$ cat config.mk
export PLATFORM = sky130hd
export DESIGN_NAME = bram_stream_reader
export DESIGN_NICKNAME = d
export VERILOG_FILES = /design/src/rtl/bram_pkg.sv /design/src/rtl/stream_skid_fifo.sv /design/src/rtl/bram_stream_reader.sv
export SDC_FILE = /design/constraint.sdc
export NUM_CORES = 1
export LEC_CHECK = 0
export ABC_CLOCK_PERIOD_IN_PS = 6200
export BUFFER_PORTS_ARGS = -buffer_cell sky130_fd_sc_hd__clkbuf_2
export CAP_MARGIN = 10
export CORE_MARGIN = 2
export CORE_UTILIZATION = 55
export DETAILED_ROUTE_END_ITERATION = 7
export GPL_TIMING_DRIVEN = 0
export PLACE_DENSITY = 0.8
export SLEW_MARGIN = 20
export SYNTH_ARGS = -nofsm -noshare
export SYNTH_HDL_FRONTEND = slang
export SYNTH_SLANG_ARGS = --single-unit
export TNS_END_PERCENT = 5
$ cat constraint.sdc
create_clock -name clk -period 6.2 [get_ports clk]
set_clock_uncertainty 0.1 [all_clocks]
set_input_delay 0.31 -clock clk [delete_from_list [all_inputs] [get_ports clk]]
set_output_delay 0.31 -clock clk [all_outputs]
set_load 0.03 [all_outputs]
$ cat src/rtl/bram_pkg.sv
// Shared types and helpers for the BRAM burst stream reader.
// Holds the reader state encoding, FIFO sizing and the address-width helper.
// Contains no logic of its own.
package bram_pkg;

    typedef enum logic [1:0] {
        IDLE  = 2'd0,
        READ  = 2'd1,
        DRAIN = 2'd2
    } rd_state_t;

    // Holding capacity downstream of the BRAM; the read credit is sized to this.
    localparam int FIFO_DEPTH = 4;

    // Number of bits needed to represent 'value' (at least 1 for value >= 1).
    function automatic int clogb2(input int value);
        int v;
        int r;
        v = value;
        r = 0;
        while (v > 0) begin
            r = r + 1;
            v = v >> 1;
        end
        return r;
    endfunction

endpackage

$ cat src/rtl/stream_skid_fifo.sv
// Four-entry FIFO buffering BRAM read data ahead of the output stream.
// Latency: a word written at a clock edge is visible on o_rd_dat the next cycle.
// Backpressure: pops only when o_rd_vld & i_rd_rdy; writes while full are dropped unless a pop coincides.
module stream_skid_fifo
#(
    parameter int WIDTH = 8
)
(
    input  logic             clk,
    input  logic             rst,
    input  logic             i_wr_vld,
    input  logic [WIDTH-1:0] i_wr_dat,
    input  logic             i_rd_rdy,
    output logic [WIDTH-1:0] o_rd_dat,
    output logic             o_rd_vld,
    output logic [2:0]       o_count
);

    logic [WIDTH-1:0] r_mem [0:3];
    logic [1:0]       r_wr_ptr;
    logic [1:0]       r_rd_ptr;
    logic [2:0]       r_count;
    logic             w_push;
    logic             w_pop;

    assign w_pop  = i_rd_rdy && (r_count != 3'd0);
    assign w_push = i_wr_vld && ((r_count != 3'd4) || w_pop);

    // Storage array; contents need no reset because occupancy is tracked separately.
    always_ff @(posedge clk) begin
        if (w_push) begin
            r_mem[r_wr_ptr] <= i_wr_dat;
        end
    end

    // Pointer and occupancy bookkeeping, cleared on reset so the FIFO reads as empty.
    always_ff @(posedge clk) begin
        if (rst) begin
            r_wr_ptr <= 2'd0;
            r_rd_ptr <= 2'd0;
            r_count  <= 3'd0;
        end else begin
            if (w_push) begin
                r_wr_ptr <= r_wr_ptr + 2'd1;
            end
            if (w_pop) begin
                r_rd_ptr <= r_rd_ptr + 2'd1;
            end
            case ({w_push, w_pop})
                2'b10:   r_count <= r_count + 3'd1;
                2'b01:   r_count <= r_count - 3'd1;
                default: r_count <= r_count;
            endcase
        end
    end

    assign o_rd_dat = r_mem[r_rd_ptr];
    assign o_rd_vld = (r_count != 3'd0);
    assign o_count  = r_count;

endmodule

$ cat src/rtl/bram_stream_reader.sv
// Reads a burst of consecutive BRAM words and streams them out with valid/ready.
// Latency: first m_valid_o four cycles after start acceptance; 1 word/cycle sustained.
// Backpressure: reads are issued only while FIFO count plus in-flight reads is below four.
module bram_stream_reader
    import bram_pkg::*;
#(
    parameter int NUM_COL   = 16,
    parameter int COL_WIDTH = 8,
    parameter int DEPTH     = 2048,
    parameter int ADDR_W    = clogb2(DEPTH - 1),
    parameter int WIDTH     = NUM_COL * COL_WIDTH
)
(
    input  logic               clk,
    input  logic               rst,
    input  logic               start_i,
    input  logic [ADDR_W-1:0]  base_addr_i,
    input  logic [ADDR_W:0]    len_i,
    output logic               busy_o,
    output logic               done_o,
    output logic [ADDR_W-1:0]  mem_addr_o,
    output logic               mem_en_o,
    output logic [NUM_COL-1:0] mem_we_o,
    output logic [WIDTH-1:0]   mem_wdata_o,
    output logic               mem_oreg_en_o,
    output logic               mem_rst_o,
    input  logic [WIDTH-1:0]   mem_rdata_i,
    output logic [WIDTH-1:0]   m_data_o,
    output logic               m_valid_o,
    input  logic               m_ready_i,
    output logic               m_last_o
);

    localparam logic [ADDR_W:0]   REMAIN_ONE = (ADDR_W + 1)'(1);
    localparam logic [ADDR_W-1:0] ADDR_MAX   = ADDR_W'(DEPTH - 1);

    rd_state_t         r_state;
    logic [ADDR_W-1:0] r_addr;
    logic [ADDR_W:0]   r_remain;
    logic              r_busy;
    logic              r_done;
    // Two-stage shadow of the BRAM read pipeline: valid and end-of-burst flags.
    logic [1:0]        r_pipe_vld;
    logic [1:0]        r_pipe_last;

    logic              w_issue;
    logic              w_issue_last;
    logic [1:0]        w_inflight;
    logic [3:0]        w_outstanding;
    logic              w_credit_ok;
    logic [ADDR_W-1:0] w_addr_next;
    logic [2:0]        w_fifo_count;
    logic              w_fifo_vld;
    logic [WIDTH:0]    w_fifo_rdat;
    logic              w_pop;
    logic              w_last_hs;

    // Reads in the BRAM pipeline plus words already buffered must fit the FIFO.
    assign w_inflight    = {1'b0, r_pipe_vld[0]} + {1'b0, r_pipe_vld[1]};
    assign w_outstanding = {1'b0, w_fifo_count} + {2'b00, w_inflight};
    assign w_credit_ok   = (w_outstanding < 4'(FIFO_DEPTH));

    assign w_issue      = !rst && (r_state == READ) && (r_remain != '0) && w_credit_ok;
    assign w_issue_last = w_issue && (r_remain == REMAIN_ONE);
    assign w_addr_next  = (r_addr == ADDR_MAX) ? '0 : (r_addr + ADDR_W'(1));

    assign w_pop     = w_fifo_vld && m_ready_i;
    assign w_last_hs = w_pop && w_fifo_rdat[WIDTH];

    // Burst control FSM: accepts a start in IDLE, issues reads in READ, waits for the last word in DRAIN.
    always_ff @(posedge clk) begin
        if (rst) begin
            r_state  <= IDLE;
            r_addr   <= '0;
            r_remain <= '0;
            r_busy   <= 1'b0;
            r_done   <= 1'b0;
        end else begin
            r_done <= 1'b0;
            case (r_state)
                IDLE: begin
                    if (start_i) begin
                        if (len_i == '0) begin
                            // Empty burst: complete immediately without touching the BRAM.
                            r_done <= 1'b1;
                        end else begin
                            r_state  <= READ;
                            r_addr   <= base_addr_i;
                            r_remain <= len_i;
                            r_busy   <= 1'b1;
                        end
                    end
                end
                READ: begin
                    if (w_issue) begin
                        r_addr   <= w_addr_next;
                        r_remain <= r_remain - REMAIN_ONE;
                        if (w_issue_last) begin
                            r_state <= DRAIN;
                        end
                    end
                end
                DRAIN: begin
                    if (w_last_hs) begin
                        r_state <= IDLE;
                        r_busy  <= 1'b0;
                        r_done  <= 1'b1;
                    end
                end
                default: begin
                    r_state <= IDLE;
                    r_busy  <= 1'b0;
                end
            endcase
        end
    end

    // Track each issued read through the two-cycle BRAM latency; reset drops in-flight reads.
    always_ff @(posedge clk) begin
        if (rst) begin
            r_pipe_vld  <= 2'b00;
            r_pipe_last <= 2'b00;
        end else begin
            r_pipe_vld  <= {r_pipe_vld[0], w_issue};
            r_pipe_last <= {r_pipe_last[0], w_issue_last};
        end
    end

    // The last flag rides alongside the data word as the FIFO's top bit.
    stream_skid_fifo #(
        .WIDTH (WIDTH + 1)
    ) u_fifo (
        .clk      (clk),
        .rst      (rst),
        .i_wr_vld (r_pipe_vld[1]),
        .i_wr_dat ({r_pipe_last[1], mem_rdata_i}),
        .i_rd_rdy (m_ready_i),
        .o_rd_dat (w_fifo_rdat),
        .o_rd_vld (w_fifo_vld),
        .o_count  (w_fifo_count)
    );

    assign busy_o        = r_busy;
    assign done_o        = r_done;
    assign mem_addr_o    = r_addr;
    assign mem_en_o      = w_issue;
    assign mem_we_o      = '0;
    assign mem_wdata_o   = '0;
    assign mem_oreg_en_o = 1'b1;
    assign mem_rst_o     = rst;

    assign m_valid_o = w_fifo_vld;
    assign m_data_o  = w_fifo_rdat[WIDTH-1:0];
    assign m_last_o  = w_fifo_vld && w_fifo_rdat[WIDTH];

endmodule

; Yosys cells after proc, flatten, opt, wreduce, memory -nomap -nowiden
; Memory sizes are Yosys's and may differ from the RTL's. A register that Yosys moved wholly into a read port is not among the register bits.
; Index checks and enable logic that the tools add are counted.
[classes]
n_div = 0
add_sub_neg = 8
order_cmp = 1
shifts = 0
eq_ne = 12
muxes = 28
reduce_logical = 19
bitwise_logic = 1
mul = 0
[ops]
columns = cell, n
row1 = 11-bit two-way mux, 4
row2 = 12-bit two-way mux, 3
row3 = 12-bit one-hot mux with 2 select lines, 1
row4 = 11-bit one-hot mux with 2 select lines, 1
row5 = 2-bit two-way mux, 7
row6 = "12-bit by 1-bit equality test with 1-bit output, second input constant", 1
row7 = 12-bit logical NOT, 1
row8 = 12-bit nonzero test, 1
row9 = "12-bit by 1-bit subtractor with 12-bit output, second input constant", 1
row10 = "11-bit by 1-bit adder with 11-bit output, second input constant", 1
row11 = "11-bit equality test, second input constant", 1
row12 = "2-bit inequality test, second input constant", 5
row13 = 1-bit logical AND, 8
row14 = 1-bit two-way mux, 8
row15 = 4-bit AND reduction, 2
row16 = 2-bit one-hot mux with 3 select lines, 1
row17 = 3-bit one-hot mux with 2 select lines, 1
row18 = 5-bit AND reduction, 1
row19 = "2-bit by 1-bit adder with 2-bit output, second input constant", 2
row20 = 3-bit by 2-bit adder with 4-bit output, 1
row21 = "2-bit by 1-bit equality test with 1-bit output, second input constant", 2
row22 = "2-bit equality test, second input constant", 2
row23 = "4-bit by 3-bit < comparator with 1-bit output, second input constant", 1
row24 = 2-bit nonzero test, 2
row25 = 11 further kinds, 11
[totals]
inputBits = 155
memories = 1
latchBits = 0
out_inout_bits = 290
register_bits = 38
mem_bits_rw = 516
rom_bits = 0
[memory_table]
columns = name, depth, width, rd, rd_ports_with_merged_regs, write_ports, line
row1 = u_fifo.r_mem, 4, 129, 1, 1, 1, stream_skid_fifo.sv:19  ; logic [WIDTH-1:0] r_mem [0:3];

; Logic depth before layout (Yosys ltp)
[depth]
depth_word = 8
depth_mapped = 9
ltp_nobuf = 9

; Modules after synthesis
; From an unflattened synthesis, not the netlist that was laid out.
[unflattened]
hier_cells = 1118
area_unflattened_um2 = 22024.9
[by_module_without_submodules]
columns = module, instances, cells_each, seq_area_each_um2, area_per_inst_um2
row1 = stream_skid_fifo, 1, 729, 15675.0, 19049.5
row2 = bram_stream_reader, 1, 389, 620.6, 2975.4

; Least setup slack after synthesis
; Ideal clock, no wire load.
[synth_timing]
path_kind = flip-flop to flip-flop
from = register u_fifo.r_count[0], in the netlist u_fifo.o_count[0]
to = memory u_fifo.r_mem[0][0] in the netlist's numbering, enable pin
path_stages_with_launch = 3
t_arrival_ns = 3.670
period_less_slack_ns = 4.273
setup_time_ns = 0.503
slack_ns = 1.927
path_buffers = 0
path_cell_list = dfxtp_1 o41a_1 and2_1
[synth_between]
elab_chain_cells = 6
word_cells_on_any_way = 7
classes_between = 1 x eq/ne / 2 x mux / 4 x reduce/logical
[synth_lines]
columns = element, line
row1 = from (decl), stream_skid_fifo.sv:22  ; logic [2:0] r_count;
row2 = from (signal assigned), stream_skid_fifo.sv:50  ; 2'b10: r_count <= r_count + 3'd1;
row3 = from (signal assigned), stream_skid_fifo.sv:51  ; 2'b01: r_count <= r_count - 3'd1;
row4 = from (signal assigned), stream_skid_fifo.sv:52  ; default: r_count <= r_count;
row5 = 3-bit nonzero test, stream_skid_fifo.sv:26  ; assign w_pop = i_rd_rdy && (r_count != 3'd0);
row6 = 1-bit logical AND, stream_skid_fifo.sv:26
row7 = 1-bit logical OR (*), stream_skid_fifo.sv:27  ; assign w_push = i_wr_vld && ((r_count != 3'd4) || w_pop);
row8 = 1-bit logical AND (*), stream_skid_fifo.sv:27
row9 = 1-bit two-way mux (*), stream_skid_fifo.sv:31  ; if (w_push) begin
row10 = 1-bit two-way mux (not written as such) (*), stream_skid_fifo.sv:32  ; r_mem[r_wr_ptr] <= i_wr_dat;
row11 = to (decl), stream_skid_fifo.sv:19
; Every way passes the cells marked *; elsewhere a longest branch is shown, timed or not.

==> impl_metrics.env <==
export IMPL_grt_pass1_vias=12784
export IMPL_grt_busiest_layer="met2"
export IMPL_synth_async_reset_ratio_pct=0
export IMPL_dp_hpwl_um=30400
export IMPL_cts_root_buf="clkbuf_16"
export IMPL_path_max_fanout=10
export IMPL_ys_seq_area_share_pct=74.2
export IMPL_start_kind="flop"
export IMPL_final_util_pct=71.1
export IMPL_fp_dieW_um=204
export IMPL_grt_overflow=0
export IMPL_critPathArrivalTime_ns=3.31
export IMPL_cts_buffers_inserted=53
export IMPL_syn_area_per_cell_um2=19.8
export IMPL_status="completed"
export IMPL_clock_sinks=556
export IMPL_finalCriticalPeriod_ns=3.72
export IMPL_cts_tree="done"
export IMPL_clk_pin_slew_ns=0.06
export IMPL_maxCapViolCount=0
export IMPL_timing_fmax_mhz=269
export IMPL_syn2layout_area_growth_pct=28.0
export IMPL_ys_ff_latch=556
export IMPL_num_vias=12384
export IMPL_place_area_um2=24900
export IMPL_ys_types=55
export IMPL_route_detailed_drc=0
export IMPL_grt_max_degree=48
export IMPL_critPathCaptureType="output port"
export IMPL_fp_dieArea_um2=41600
export IMPL_cts_setup_buffers=0
export IMPL_first_iter_violations=947
export IMPL_worst_slew_pin_slew_ns=0.987
export IMPL_final_cell_count_no_fill=2330
export IMPL_rsz0062_at_grt="no"
export IMPL_grt_pass1_wl_um=74700
export IMPL_layout_commonest_cell="edfxtp_1"
export IMPL_min_period_over_period_pct=60.0
export IMPL_io_pin_count=445
export IMPL_globalRouteMet2Util_pct=42.3
export IMPL_vias_per_cell=5.32
export IMPL_required_ns=5.79
export IMPL_firstDrtPassIters=5
export IMPL_grt_util_all_layers_pct=24.0
export IMPL_cts_buffer_depth=3
export IMPL_path_class="reg -> out"
export IMPL_hold_viol_final=0
export IMPL_place_congestion=0.855
export IMPL_die_y_um=204
export IMPL_drive_above_1_share_pct=39.0
export IMPL_p_leak_uw=0.0103
export IMPL_power_per_cell_area_nw_per_um2=308
export IMPL_slew_violations=0
export IMPL_initial_core_util_pct=55.5
export IMPL_ys_flop_type="edfxtp_1"
export IMPL_core_area_um2=39500
export IMPL_grtUsageMet3_pct=3.99
export IMPL_layout_common_cells="516 x edfxtp_1, 298 x clkbuf_2, 146 x buf_4, 145 x conb_1, 140 x dlygate4sd3_1"
export IMPL_yosysTopAreaCellShare_pct=70.5
export IMPL_antenna_found_initial=5
export IMPL_synthTopCellsByArea="edfxtp_1 71%, mux4_2 13%, buf_4 5.0%, dfxtp_1 3.6%, ha_1 0.57%"
export IMPL_final_area_um2=28100
export IMPL_antenna_left=0
export IMPL_synth_edf_count=516
export IMPL_grt_use_met1_pct=30.0
export IMPL_synth_warnings=0
export IMPL_cts_max_level=2
export IMPL_netlist_instances=1111
export IMPL_slew_headroom_pct=34.2
export IMPL_clk_latency_ns=0.57
export IMPL_yosysTopAreaCell="edfxtp_1"
export IMPL_wire_per_inst_um=21.5
export IMPL_syn_area_um2=22000
export IMPL_fin_tns_setup_ns=0
export IMPL_io_buffers=298
export IMPL_irDropWorstVdd_mv=0.277
export IMPL_regToRegSetupSlack_ns=3.70
export IMPL_min_path_type="in -> reg"
export IMPL_setup_viol=0
export IMPL_drt_wl_total_um=50200
export IMPL_final_nets=1925
export IMPL_dpl_cell_count=2089
export IMPL_std_cell_rows=73
export IMPL_holdWs_ns=0.0239
## where the power goes
group	total (µW)	switching, µW	internal, µW
sequential	4180	35.4	4150
combinational	1170	717	453
clock	3300	1350	1950
## final cells by class
class | count | area (µm²)
Sequential cell | 556 | 16300
Fill cell | 2365 | 11400
Multi-Input combinational cell | 494 | 4860
Timing Repair Buffer | 450 | 3170
Clock buffer | 63 | 1360
Buffer | 191 | 1300
Tap cell | 525 | 657
Clock inverter | 34 | 402
Inverter | 13 | 48.8
Antenna cell | 4 | 10.0
## path summary, 6_finish.rpt
kind | startpoint | endpoint | depth (start not counted)
max | flop | m_data_o[20] | 4
min | rst | r_pipe_last[1] | 2
max reg2reg | r_remain[0] | r_remain[9] | 8
min reg2reg | r_pipe_last[0] | r_pipe_last[1] | 1
## critical path, stage by stage, from the launching register on
cell,delay (ns)
dfxtp_1,0.37
clkbuf_1,0.76
buf_1,0.76
mux4_2,0.61
clkbuf_2,0.23
## state kept, by name, summed over array words and instances (netlist names), named ones only
register	flops
busy_o	1
done_o	1
mem_addr_o	11
r_pipe_last	2
r_pipe_vld	2
r_remain	12
r_state	2
u_fifo.o_count	3
u_fifo.r_mem	516
u_fifo.r_rd_ptr	2
u_fifo.r_wr_ptr	2
## through the flow
step                      worst slack [ns]  power [µW]
final                                 2.48        8650
after global routing                  2.25        8920
after CTS                             2.35        8690
after detailed placement              3.02        5350
after global placement              -0.504        5330
after floorplan                       1.93        5050
## routing by layer
layer  vias to the layer above  part of all wire, %
li1                       5470                    -
met1                      6232                   37
met2                       577                   53
met3                       103                  7.1
met4                         2                  3.1
met5                         -                0.026
## cell usage after synthesis (8+ instances only)
cell	count
o21ai_2	11
buf_4	146
nand2_1	33
a21oi_1	21
clkbuf_1	26
dfxtp_1	40
buf_2	12
and2_1	8
mux4_2	129
a21oi_2	11
nor2_1	32
edfxtp_1	516
nand3_1	9
inv_1	13
ha_1	10
o21ai_0	9
## what timing repair did
item,CTS,global route
gates resized for setup,0,0
hold endpoints to repair,524,0
hold buffers,140,0
## cell families after synthesis
group / Yosys count / synth area share [%]
AOI/OAI and AO/OA: 85 / 2.85
xor gates and xnor gates: 5 / 0.199
adders and majority gates: 11 / 0.661
buffers and inverters: 204 / 6.16
DFF: 556 / 74.2
muxes: 130 / 13.3
other: 2 / 0.0342
and+or+nand+nor: 118 / 2.64
No activity file was read; power rests on OpenSTA's default activity.
